<file path="src/rtl/pipeline_ctrl_pkg.sv">
// rtl/pipeline_ctrl_pkg.sv - shared types and defaults for the pipeline stall/flush scheduler
package pipeline_ctrl_pkg;

  typedef enum logic [1:0] {
    ST_RUN   = 2'd0,
    ST_DRAIN = 2'd1,
    ST_HALT  = 2'd2
  } state_e;

  localparam int DEF_CNT_W        = 16;
  localparam int DEF_DRAIN_CYCLES = 4;
  localparam int DRAIN_W          = 4;

endpackage

</file>
<file path="src/rtl/sat_counter.sv">
// rtl/sat_counter.sv - saturating up-counter with enable and async active-low clear
module sat_counter #(
  parameter int W = 16
) (
  input  logic         clk,
  input  logic         rst_n,
  input  logic         en_i,
  output logic [W-1:0] count_o
);

  logic [W-1:0] count_q;
  logic [W-1:0] count_d;

  always_comb begin
    count_d = count_q;
    if (en_i && (count_q != {W{1'b1}})) begin
      count_d = count_q + {{(W-1){1'b0}}, 1'b1};
    end
  end

  always_ff @(posedge clk or negedge rst_n) begin
    if (!rst_n) begin
      count_q <= '0;
    end else begin
      count_q <= count_d;
    end
  end

  assign count_o = count_q;

endmodule

</file>
<file path="src/rtl/pipeline_ctrl.sv">
// rtl/pipeline_ctrl.sv - per-cycle stall/flush/halt control for the 5-stage pipeline
module pipeline_ctrl
  import pipeline_ctrl_pkg::*;
#(
  parameter int CNT_W        = DEF_CNT_W,
  parameter int DRAIN_CYCLES = DEF_DRAIN_CYCLES
) (
  input  logic             clk,
  input  logic             reset,
  input  logic             load_use,
  input  logic             branch_taken,
  input  logic             mem_busy,
  input  logic             halt_req,
  input  logic             resume,
  output logic             pc_en,
  output logic             if_id_en,
  output logic             id_ex_en,
  output logic             ex_mem_en,
  output logic             mem_wb_en,
  output logic             if_id_flush,
  output logic             id_ex_flush,
  output logic             halted,
  output logic [CNT_W-1:0] stall_count,
  output logic [CNT_W-1:0] flush_count
);

  localparam logic [DRAIN_W-1:0] DRAIN_INIT = DRAIN_W'(DRAIN_CYCLES);

  state_e             state_q, state_d;
  logic [DRAIN_W-1:0] drain_q, drain_d;
  logic               lu_stall;
  logic               advance;
  logic               active;
  logic               stall_inc;
  logic               flush_inc;

  // A branch squashes the dependent ID instruction, so load_use only stalls without one.
  assign lu_stall  = load_use & ~branch_taken;
  assign advance   = ~mem_busy & ~lu_stall;
  assign active    = (state_q != ST_HALT);
  assign stall_inc = active & (mem_busy | lu_stall);
  assign flush_inc = active & ~mem_busy & branch_taken;

  always_comb begin
    pc_en       = 1'b0;
    if_id_en    = 1'b0;
    id_ex_en    = 1'b0;
    ex_mem_en   = 1'b0;
    mem_wb_en   = 1'b0;
    if_id_flush = 1'b0;
    id_ex_flush = 1'b0;
    if (reset && active && !mem_busy) begin
      if (branch_taken) begin
        pc_en       = (state_q != ST_DRAIN);
        if_id_en    = 1'b1;
        id_ex_en    = 1'b1;
        ex_mem_en   = 1'b1;
        mem_wb_en   = 1'b1;
        if_id_flush = 1'b1;
        id_ex_flush = 1'b1;
      end else if (load_use) begin
        id_ex_en    = 1'b1;
        id_ex_flush = 1'b1;
        ex_mem_en   = 1'b1;
        mem_wb_en   = 1'b1;
      end else begin
        pc_en       = (state_q != ST_DRAIN);
        if_id_en    = 1'b1;
        id_ex_en    = 1'b1;
        ex_mem_en   = 1'b1;
        mem_wb_en   = 1'b1;
        if_id_flush = (state_q == ST_DRAIN);
      end
    end
  end

  always_comb begin
    state_d = state_q;
    drain_d = drain_q;
    case (state_q)
      ST_RUN: begin
        if (halt_req) begin
          state_d = ST_DRAIN;
          drain_d = DRAIN_INIT;
        end
      end
      ST_DRAIN: begin
        // A zero count (DRAIN_CYCLES=0) still spends exactly one cycle in DRAIN.
        if (drain_q == '0) begin
          state_d = ST_HALT;
        end else if (advance) begin
          drain_d = drain_q - {{(DRAIN_W-1){1'b0}}, 1'b1};
          if (drain_q == {{(DRAIN_W-1){1'b0}}, 1'b1}) begin
            state_d = ST_HALT;
          end
        end
      end
      ST_HALT: begin
        if (resume) begin
          state_d = ST_RUN;
        end
      end
      default: begin
        state_d = ST_RUN;
        drain_d = '0;
      end
    endcase
  end

  always_ff @(posedge clk or negedge reset) begin
    if (!reset) begin
      state_q <= ST_RUN;
      drain_q <= '0;
    end else begin
      state_q <= state_d;
      drain_q <= drain_d;
    end
  end

  assign halted = (state_q == ST_HALT);

  sat_counter #(.W(CNT_W)) u_stall_cnt (
    .clk     (clk),
    .rst_n   (reset),
    .en_i    (stall_inc),
    .count_o (stall_count)
  );

  sat_counter #(.W(CNT_W)) u_flush_cnt (
    .clk     (clk),
    .rst_n   (reset),
    .en_i    (flush_inc),
    .count_o (flush_count)
  );

endmodule

</file>
<file path="config.mk">
export PLATFORM = sky130hd
export DESIGN_NAME = pipeline_ctrl
export DESIGN_NICKNAME = d
export VERILOG_FILES = /design/src/rtl/pipeline_ctrl_pkg.sv /design/src/rtl/sat_counter.sv /design/src/rtl/pipeline_ctrl.sv
export SDC_FILE = /design/constraint.sdc
export NUM_CORES = 1
export LEC_CHECK = 0
export BUFFER_PORTS_ARGS = -buffer_cell sky130_fd_sc_hd__buf_2
export CORE_MARGIN = 5
export CORE_UTILIZATION = 40
export CTS_BUF_LIST = sky130_fd_sc_hd__clkbuf_4 sky130_fd_sc_hd__clkbuf_8
export DETAILED_ROUTE_END_ITERATION = 8
export GPL_TIMING_DRIVEN = 0
export PLACE_DENSITY = 0.66
export SLEW_MARGIN = 20
export SYNTH_ARGS = -nofsm -noshare
export SYNTH_HDL_FRONTEND = slang
export SYNTH_SLANG_ARGS = --single-unit
export TNS_END_PERCENT = 20
</file>
<file path="constraint.sdc">
create_clock -name clk -period 3.6 [get_ports clk]
set_input_delay 0.9 -clock clk [delete_from_list [all_inputs] [get_ports clk]]
set_output_delay 0.9 -clock clk [all_outputs]
set_load 0.01 [all_outputs]
</file>
==> impl_metrics.env, run 1 <==
export IMPL_status="finished clean"
export IMPL_cp_max_fo=39
export IMPL_wl_um=3910
export IMPL_slowest_delay_ns=0.65
export IMPL_hold_class="reg -> reg"
export IMPL_hold_viol_final=0
export IMPL_syn_area_um2=1990
export IMPL_yosys_area_top_type="dfrtp_1"
export IMPL_cts_buffers=5
export IMPL_overflow=0
export IMPL_synth_area_top_cells="dfrtp_1 (48%), xnor2_1 (8.8%), nand4_1 (4.1%)"
export IMPL_antenna_cells=0
export IMPL_clock_tree_root_cell="clkbuf_8"
export IMPL_via_per_inst=4.96
export IMPL_place_gp_congestion=0.741
export IMPL_clock_skew_ns=0.00820
export IMPL_io_pins=47
export IMPL_final_nets=255
export IMPL_rows=25
export IMPL_fin_crit_ns=3.11
export IMPL_holdPathStages=1
export IMPL_grt_use_total_pct=13.4
export IMPL_p_per_area_nw_per_um2=593
export IMPL_drive_above_1_share_pct=31.1
export IMPL_cp_num_buf_inv=2
export IMPL_place_hpwl_um=2940
export IMPL_synthArstFlopShare_pct=100
export IMPL_crit_cells=5
export IMPL_synth_cells=190
export IMPL_cts_resized=0
export IMPL_clk_pin_slew_ns=0.06
export IMPL_drt_pass1_iter_count=4
export IMPL_ff2ff_path_depth=7
export IMPL_leakage_uw=0.00115
export IMPL_hold_buffers=0
export IMPL_arrival_ns=2.21
export IMPL_setup_tns_ns=0
export IMPL_maxCapViolCount=0
export IMPL_required_ns=2.70
export IMPL_rsz0062_at_grt="no"
export IMPL_clkSinkCount=38
export IMPL_ant_nets=0
export IMPL_die_h_um=80.6
export IMPL_io_buffer_count=46
export IMPL_synth_fp_nets=202
export IMPL_start_util_pct=41.6
export IMPL_die_width_um=80.6
export IMPL_vias=1542
export IMPL_yosysTopAreaCellShare_pct=47.7
export IMPL_grt_pass1_wl_um=6780
export IMPL_n_fill_cell=471
export IMPL_finalSetupViolCount=0
export IMPL_first_iter_violations=64
export IMPL_maxSlewViolCount=0
export IMPL_path_delay_family="buffers and inverters"
export IMPL_die_area_um2=6490
export IMPL_cts_tree="yes"
export IMPL_synth_edff_count=0
export IMPL_finalInstanceArea_um2=2420
export IMPL_clock_path_buffers=2
export IMPL_place_area_um2=2310
export IMPL_crit_path_top_delay_cell="buf_2"
export IMPL_insertion_delay_ns=0.29
export IMPL_synth_distinct_cells=43
export IMPL_wl_per_cell_um=12.6
export IMPL_ir_drop_uv=251
export IMPL_whs_ns=0.483
export IMPL_yosys_top_cells_count="dfrtp_1 (38), xnor2_1 (20), nor2_1 (18)"
export IMPL_ctsHtreeMaxLevel=2
export IMPL_start_kind="input port"
export IMPL_path_class="in -> out"
export IMPL_syn_to_final_growth_pct=21.5
export IMPL_fin_crit_sh_pct=86.5
export IMPL_synth_yosys_seq_area_share_pct=47.7
export IMPL_synth_main_ff_cell="dfrtp_1"
export IMPL_antenna_found_initial=0
export IMPL_cp_cell_sequence="buf_2, nand2_1, nor2_1, and2_1, buf_2"
export IMPL_synth_most_common_cell="dfrtp_1"
export IMPL_tightest_slew_ns=0.855
export IMPL_syn_avg_cell_area_um2=10.5
export IMPL_endpoint_kind="output pin"
export IMPL_grt_start_max_net_pins=40
export IMPL_first_global_vias=1474
export IMPL_ys_warn_count=0
export IMPL_ys_ff_latch=38
export IMPL_drc=0
export IMPL_clock_fmax_ghz=0.321
export IMPL_core_region_area_um2=4790
export IMPL_post_cts_buffers=0
export IMPL_path_common_cell="buf_2"
export IMPL_slew_headroom_pct=43.0
==> registers in the layout, summed over array words and instances (netlist names) <==
register and cells:
u_flush_cnt.count_o 16, state_q 2, u_stall_cnt.count_o 16, drain_q 4
==> per-layer routing <==
metal | track usage (%) | part of all wire (%) | vias up
li1 | - | - | 766
met1 | 17.2 | 48 | 735
met2 | 21.4 | 45 | 34
met3 | 3.70 | 5.8 | 7
met4 | 5.07 | 1.6 | 0
met5 | 0 | 0 | -
==> cells by family (layout without fill, tap and decap cells) <==
family | count (synthesis) | in the layout | share of synthesized area (%)
AO/OA/AOI/OAI | 17 | 17 | 6.22
XOR/XNOR | 29 | 29 | 12.8
adder cells (fa/ha/maj) | 5 | 5 | 3.14
buffers and inverters | 10 | 64 | 2.51
flip-flops | 38 | 38 | 47.7
multiplexers | 2 | 2 | 1.13
AND/OR/NAND/NOR | 89 | 89 | 26.5
==> through the flow <==
stage               total power (µW)  worst slack (ns)  std cells  util [%]
CTS                             1460             0.386        311      50.6
detailed placement              1090             0.397        303      48.2
floorplan                        925              1.21        190         -
global route                    1560             0.206        311      50.6
finish                          1440             0.486        311      50.6
global placement                1080             0.407        303      48.2
==> layout make-up <==
type,instances,area [µm²],area share [%]
multi-input combinational,142,991,41.0
sequential,38,951,39.3
timing repair buffer,46,230,9.51
clock buffer,7,83.8,3.46
tap,67,83.8,3.46
clock inverter,1,30.0,1.24
buffer,4,27.5,1.14
inverter,6,22.5,0.931
==> power breakdown <==
part | total (µW) | switching (µW) | leakage, µW | internal [µW]
Sequential | 639 | 116 | 0.000498 | 523
Clock | 366 | 144 | 0.0000593 | 222
Combinational | 431 | 228 | 0.000596 | 203
==> layout by cell type (no fill, tap or decap), types with 2 or more instances in the layout <==
| master | n |
|---|---|
| buf_2 | 47 |
| a211oi_1 | 2 |
| nand2b_1 | 2 |
| mux2_1 | 2 |
| nand3_1 | 11 |
| and3_1 | 5 |
| xor2_1 | 9 |
| o22ai_1 | 3 |
| xnor2_1 | 20 |
| clkbuf_4 | 2 |
| ha_1 | 5 |
| a21oi_1 | 4 |
| nor3_2 | 2 |
| dfrtp_1 | 38 |
| nor4_2 | 3 |
| nand2_1 | 16 |
| clkbuf_8 | 5 |
| o21ai_1 | 3 |
| nand4_1 | 13 |
| buf_4 | 3 |
| and2_1 | 2 |
| inv_1 | 5 |
| nor3_1 | 2 |
| nor2_1 | 18 |
==> path summary, 6_finish.rpt <==
kind,startpoint,slack [ns],endpoint
worst max-delay path,reset,0.49,pc_en
worst min-delay path,state_q[1]$_DFFE_PN0P_,0.48,state_q[0]$_DFFE_PN0P_
worst max register to register,u_flush_cnt.count_o[0]$_DFFE_PN0P_,1.70,u_flush_cnt.count_o[9]$_DFFE_PN0P_
worst min register to register,state_q[1]$_DFFE_PN0P_,0.48,state_q[0]$_DFFE_PN0P_
max in group asynchronous,reset,2.34,drain_q[2]$_DFFE_PN0P_
min in group asynchronous,reset,0.72,u_stall_cnt.count_o[9]$_DFFE_PN0P_
==> worst reg2reg max path, delay by kind of cell (launching register included) <==
family / cells / cell delay, ns
flops: 1 / 0.42
xor+xnor: 1 / 0.15
compound gates: 1 / 0.29
buf+inv: 1 / 0.29
simple gates: 3 / 0.41
fa+ha+maj: 1 / 0.24
(Power assumes the default switching activity.)
==> run 2: changes to the inputs <==
--- a/config.mk
+++ b/config.mk
@@ -15,5 +15,6 @@
 export SLEW_MARGIN = 20
 export SYNTH_ARGS = -nofsm -noshare
 export SYNTH_HDL_FRONTEND = slang
+export SYNTH_HIERARCHICAL = 1
 export SYNTH_SLANG_ARGS = --single-unit
 export TNS_END_PERCENT = 20
==> impl_metrics.env, run 2 <==
export IMPL_status="finished clean"
export IMPL_via_per_inst=5.39
export IMPL_tightest_slew_ns=0.883
export IMPL_antenna_cells=0
export IMPL_clock_fmax_ghz=0.304
export IMPL_synth_fp_nets=212
export IMPL_grt_start_max_net_pins=40
export IMPL_cts_buffers=5
export IMPL_overflow=0
export IMPL_holdPathStages=1
export IMPL_synth_edff_count=0
export IMPL_power_clock_fraction_pct=21.5
export IMPL_setup_tns_ns=0
export IMPL_fin_crit_ns=3.29
export IMPL_io_buffer_count=46
export IMPL_clock_skew_ns=0.0159
export IMPL_path_class="in -> out"
export IMPL_hold_start="u_stall_cnt/count_o[15]$_DFFE_PN0P_"
export IMPL_maxSlewViolCount=0
export IMPL_required_ns=2.70
export IMPL_rsz0062_at_grt="no"
export IMPL_die_area_um2=7060
export IMPL_final_nets=265
export IMPL_hold_buffers=0
export IMPL_r2r_start="state_q[1]$_DFFE_PN0P_"
export IMPL_yosys_area_top_type="dfrtp_1"
export IMPL_cp_num_buf_inv=2
export IMPL_finalSetupViolCount=0
export IMPL_synth_cells=200
export IMPL_io_pins=47
export IMPL_die_width_um=84.0
export IMPL_rows=27
export IMPL_p_per_area_nw_per_um2=563
export IMPL_ctsHtreeMaxLevel=2
export IMPL_start_util_pct=40.6
export IMPL_wl_per_cell_um=14.8
export IMPL_cp_cell_sequence="buf_2, nand2b_1, or2_2, nor3_1, buf_2"
export IMPL_switchingPower_uw=574
export IMPL_insertion_delay_ns=0.30
export IMPL_clkSinkCount=38
export IMPL_switching_share_pct=39.1
export IMPL_place_hpwl_um=3440
export IMPL_n_fill_cell=540
export IMPL_synth_most_common_cell="dfrtp_1"
export IMPL_final_cell_mix="buf_2 (46), dfrtp_1 (38), nand4_1 (17)"
export IMPL_die_h_um=84.0
export IMPL_endpoint_kind="output pin"
export IMPL_core_region_area_um2=5410
export IMPL_hold_end="u_stall_cnt/count_o[15]$_DFFE_PN0P_"
export IMPL_syn_avg_cell_area_um2=11.0
export IMPL_drc=0
export IMPL_drt_pass1_iter_count=6
export IMPL_fin_crit_sh_pct=91.3
export IMPL_synth_yosys_seq_area_share_pct=43.4
export IMPL_maxCapViolCount=0
export IMPL_leakage_uw=0.00122
export IMPL_antenna_found_initial=0
export IMPL_path_delay_family="buffers and inverters"
export IMPL_clk_pin_slew_ns=0.07
export IMPL_path_common_cell="buf_2"
export IMPL_ir_drop_uv=313
export IMPL_r2r_end="u_flush_cnt/count_o[10]$_DFFE_PN0P_"
export IMPL_crit_path_top_delay_cell="buf_2"
export IMPL_wl_um=4820
export IMPL_cts_tree="yes"
export IMPL_syn_to_final_growth_pct=18.9
export IMPL_grt_use_total_pct=14.6
export IMPL_arrival_ns=2.39
export IMPL_fin_ws_ns=0.313
export IMPL_hold_class="reg -> reg"
export IMPL_cp_max_fo=39
export IMPL_pre_cts_slack_ns=0.244
export IMPL_synthArstFlopShare_pct=100
export IMPL_yosysTopAreaCellShare_pct=43.4
export IMPL_cts_resized=0
export IMPL_synth_area_top_cells="dfrtp_1 (43%), nand4_1 (4.9%), xnor2_1 (4.8%)"
export IMPL_seqPwrFrac_pct=45.7
export IMPL_vias=1758
export IMPL_clock_tree_root_cell="clkbuf_8"
export IMPL_synth_distinct_cells=42
export IMPL_whs_ns=0.535
export IMPL_ys_ff_latch=38
export IMPL_start_kind="input port"
export IMPL_first_iter_violations=89
export IMPL_first_global_vias=1784
export IMPL_ant_nets=0
export IMPL_p_int_uw=895
export IMPL_yosys_top_cells_count="dfrtp_1 (38), nand4_1 (17), nor2_1 (14)"
export IMPL_post_cts_buffers=0
export IMPL_r2r_slack_ns=1.28
export IMPL_layout_commonest_cell="buf_2"
export IMPL_slowest_delay_ns=0.67
export IMPL_grt_pass1_wl_um=8540
export IMPL_slew_headroom_pct=41.1
export IMPL_syn_area_um2=2190
export IMPL_place_gp_congestion=0.850
export IMPL_hold_viol_final=0
export IMPL_drive_above_1_share_pct=31.5
export IMPL_synth_main_ff_cell="dfrtp_1"
export IMPL_clock_path_buffers=2
export IMPL_power_frac_comb_pct=32.8
export IMPL_ys_warn_count=6
export IMPL_ff2ff_path_depth=6
[run 2: worst register-to-register path: stages (launching register included)]
cell and delay (ns):
dfrtp_1 0.45, nor2b_1 0.22, nor3b_1 0.66, nand2_1 0.32, nor3_2 0.26, nand4_1 0.15
xnor2_1 0.15
[run 2: how the worst max path moves through the flow]
| stage | from | end | slack [ns] | depth (start not counted) |
|---|---|---|---|---|
| floorplan | mem_busy | pc_en | 1.06 | 3 |
| global placement | reset | pc_en | 0.28 | 5 |
| detailed placement | reset | pc_en | 0.24 | 5 |
| CTS | reset | pc_en | 0.23 | 5 |
| global route | reset | pc_en | 0.05 | 5 |
| finish | reset | pc_en | 0.31 | 5 |
[run 2: area by class of cell]
type                            count  area (µm²)  area share [%]
Tap cell                           72        90.1            3.45
Clock inverter                      2        12.5           0.480
Clock buffer                        6        82.6            3.17
Inverter                            5        18.8           0.720
Buffer                              2        15.0           0.576
Timing Repair Buffer               46         230            8.83
Sequential cell                    38         951            36.5
Multi-Input combinational cell    155        1210            46.3
[run 2: logic make-up (layout without fill, tap and decap cells)]
group                      after synthesis  after routing  share of synthesized area [%]
AOI/OAI and AO/OA                       40             40                           13.5
DFF                                     38             38                           43.4
xor gates and xnor gates                16             16                           6.39
adders and majority gates                5              5                           2.85
muxes                                    3              3                           1.48
buffers and inverters                    7             61                           1.54
and+or+nand+nor                         91             91                           30.8
[run 2: power groups by stage]
stage,combinational (µW),clock [µW],sequential [µW]
5_1_grt,537,342,696
3_3_place_gp,472,0,677
6_report,481,316,671
4_1_cts,486,326,672
2_1_floorplan,296,0,686
3_5_place_dp,481,0,677
[run 2: routing by layer]
layer / track usage [%] / routed length (µm) / vias to the layer above
li1: - / - / 872
met1: 18.8 / 2240 / 847
met2: 24.0 / 2350 / 32
met3: 3.55 / 178 / 7
met4: 4.53 / 49 / 0
met5: 0 / 0 / -
[run 2: per-stage QoR]
step	util (%)	std cells	power, µW	area (µm²)
after global routing	48.2	326	1570	2610
after global placement	46.5	318	1150	2510
after floorplan	-	200	982	2190
final	48.2	326	1470	2610
after CTS	48.2	326	1480	2610
after detailed placement	46.5	318	1160	2510
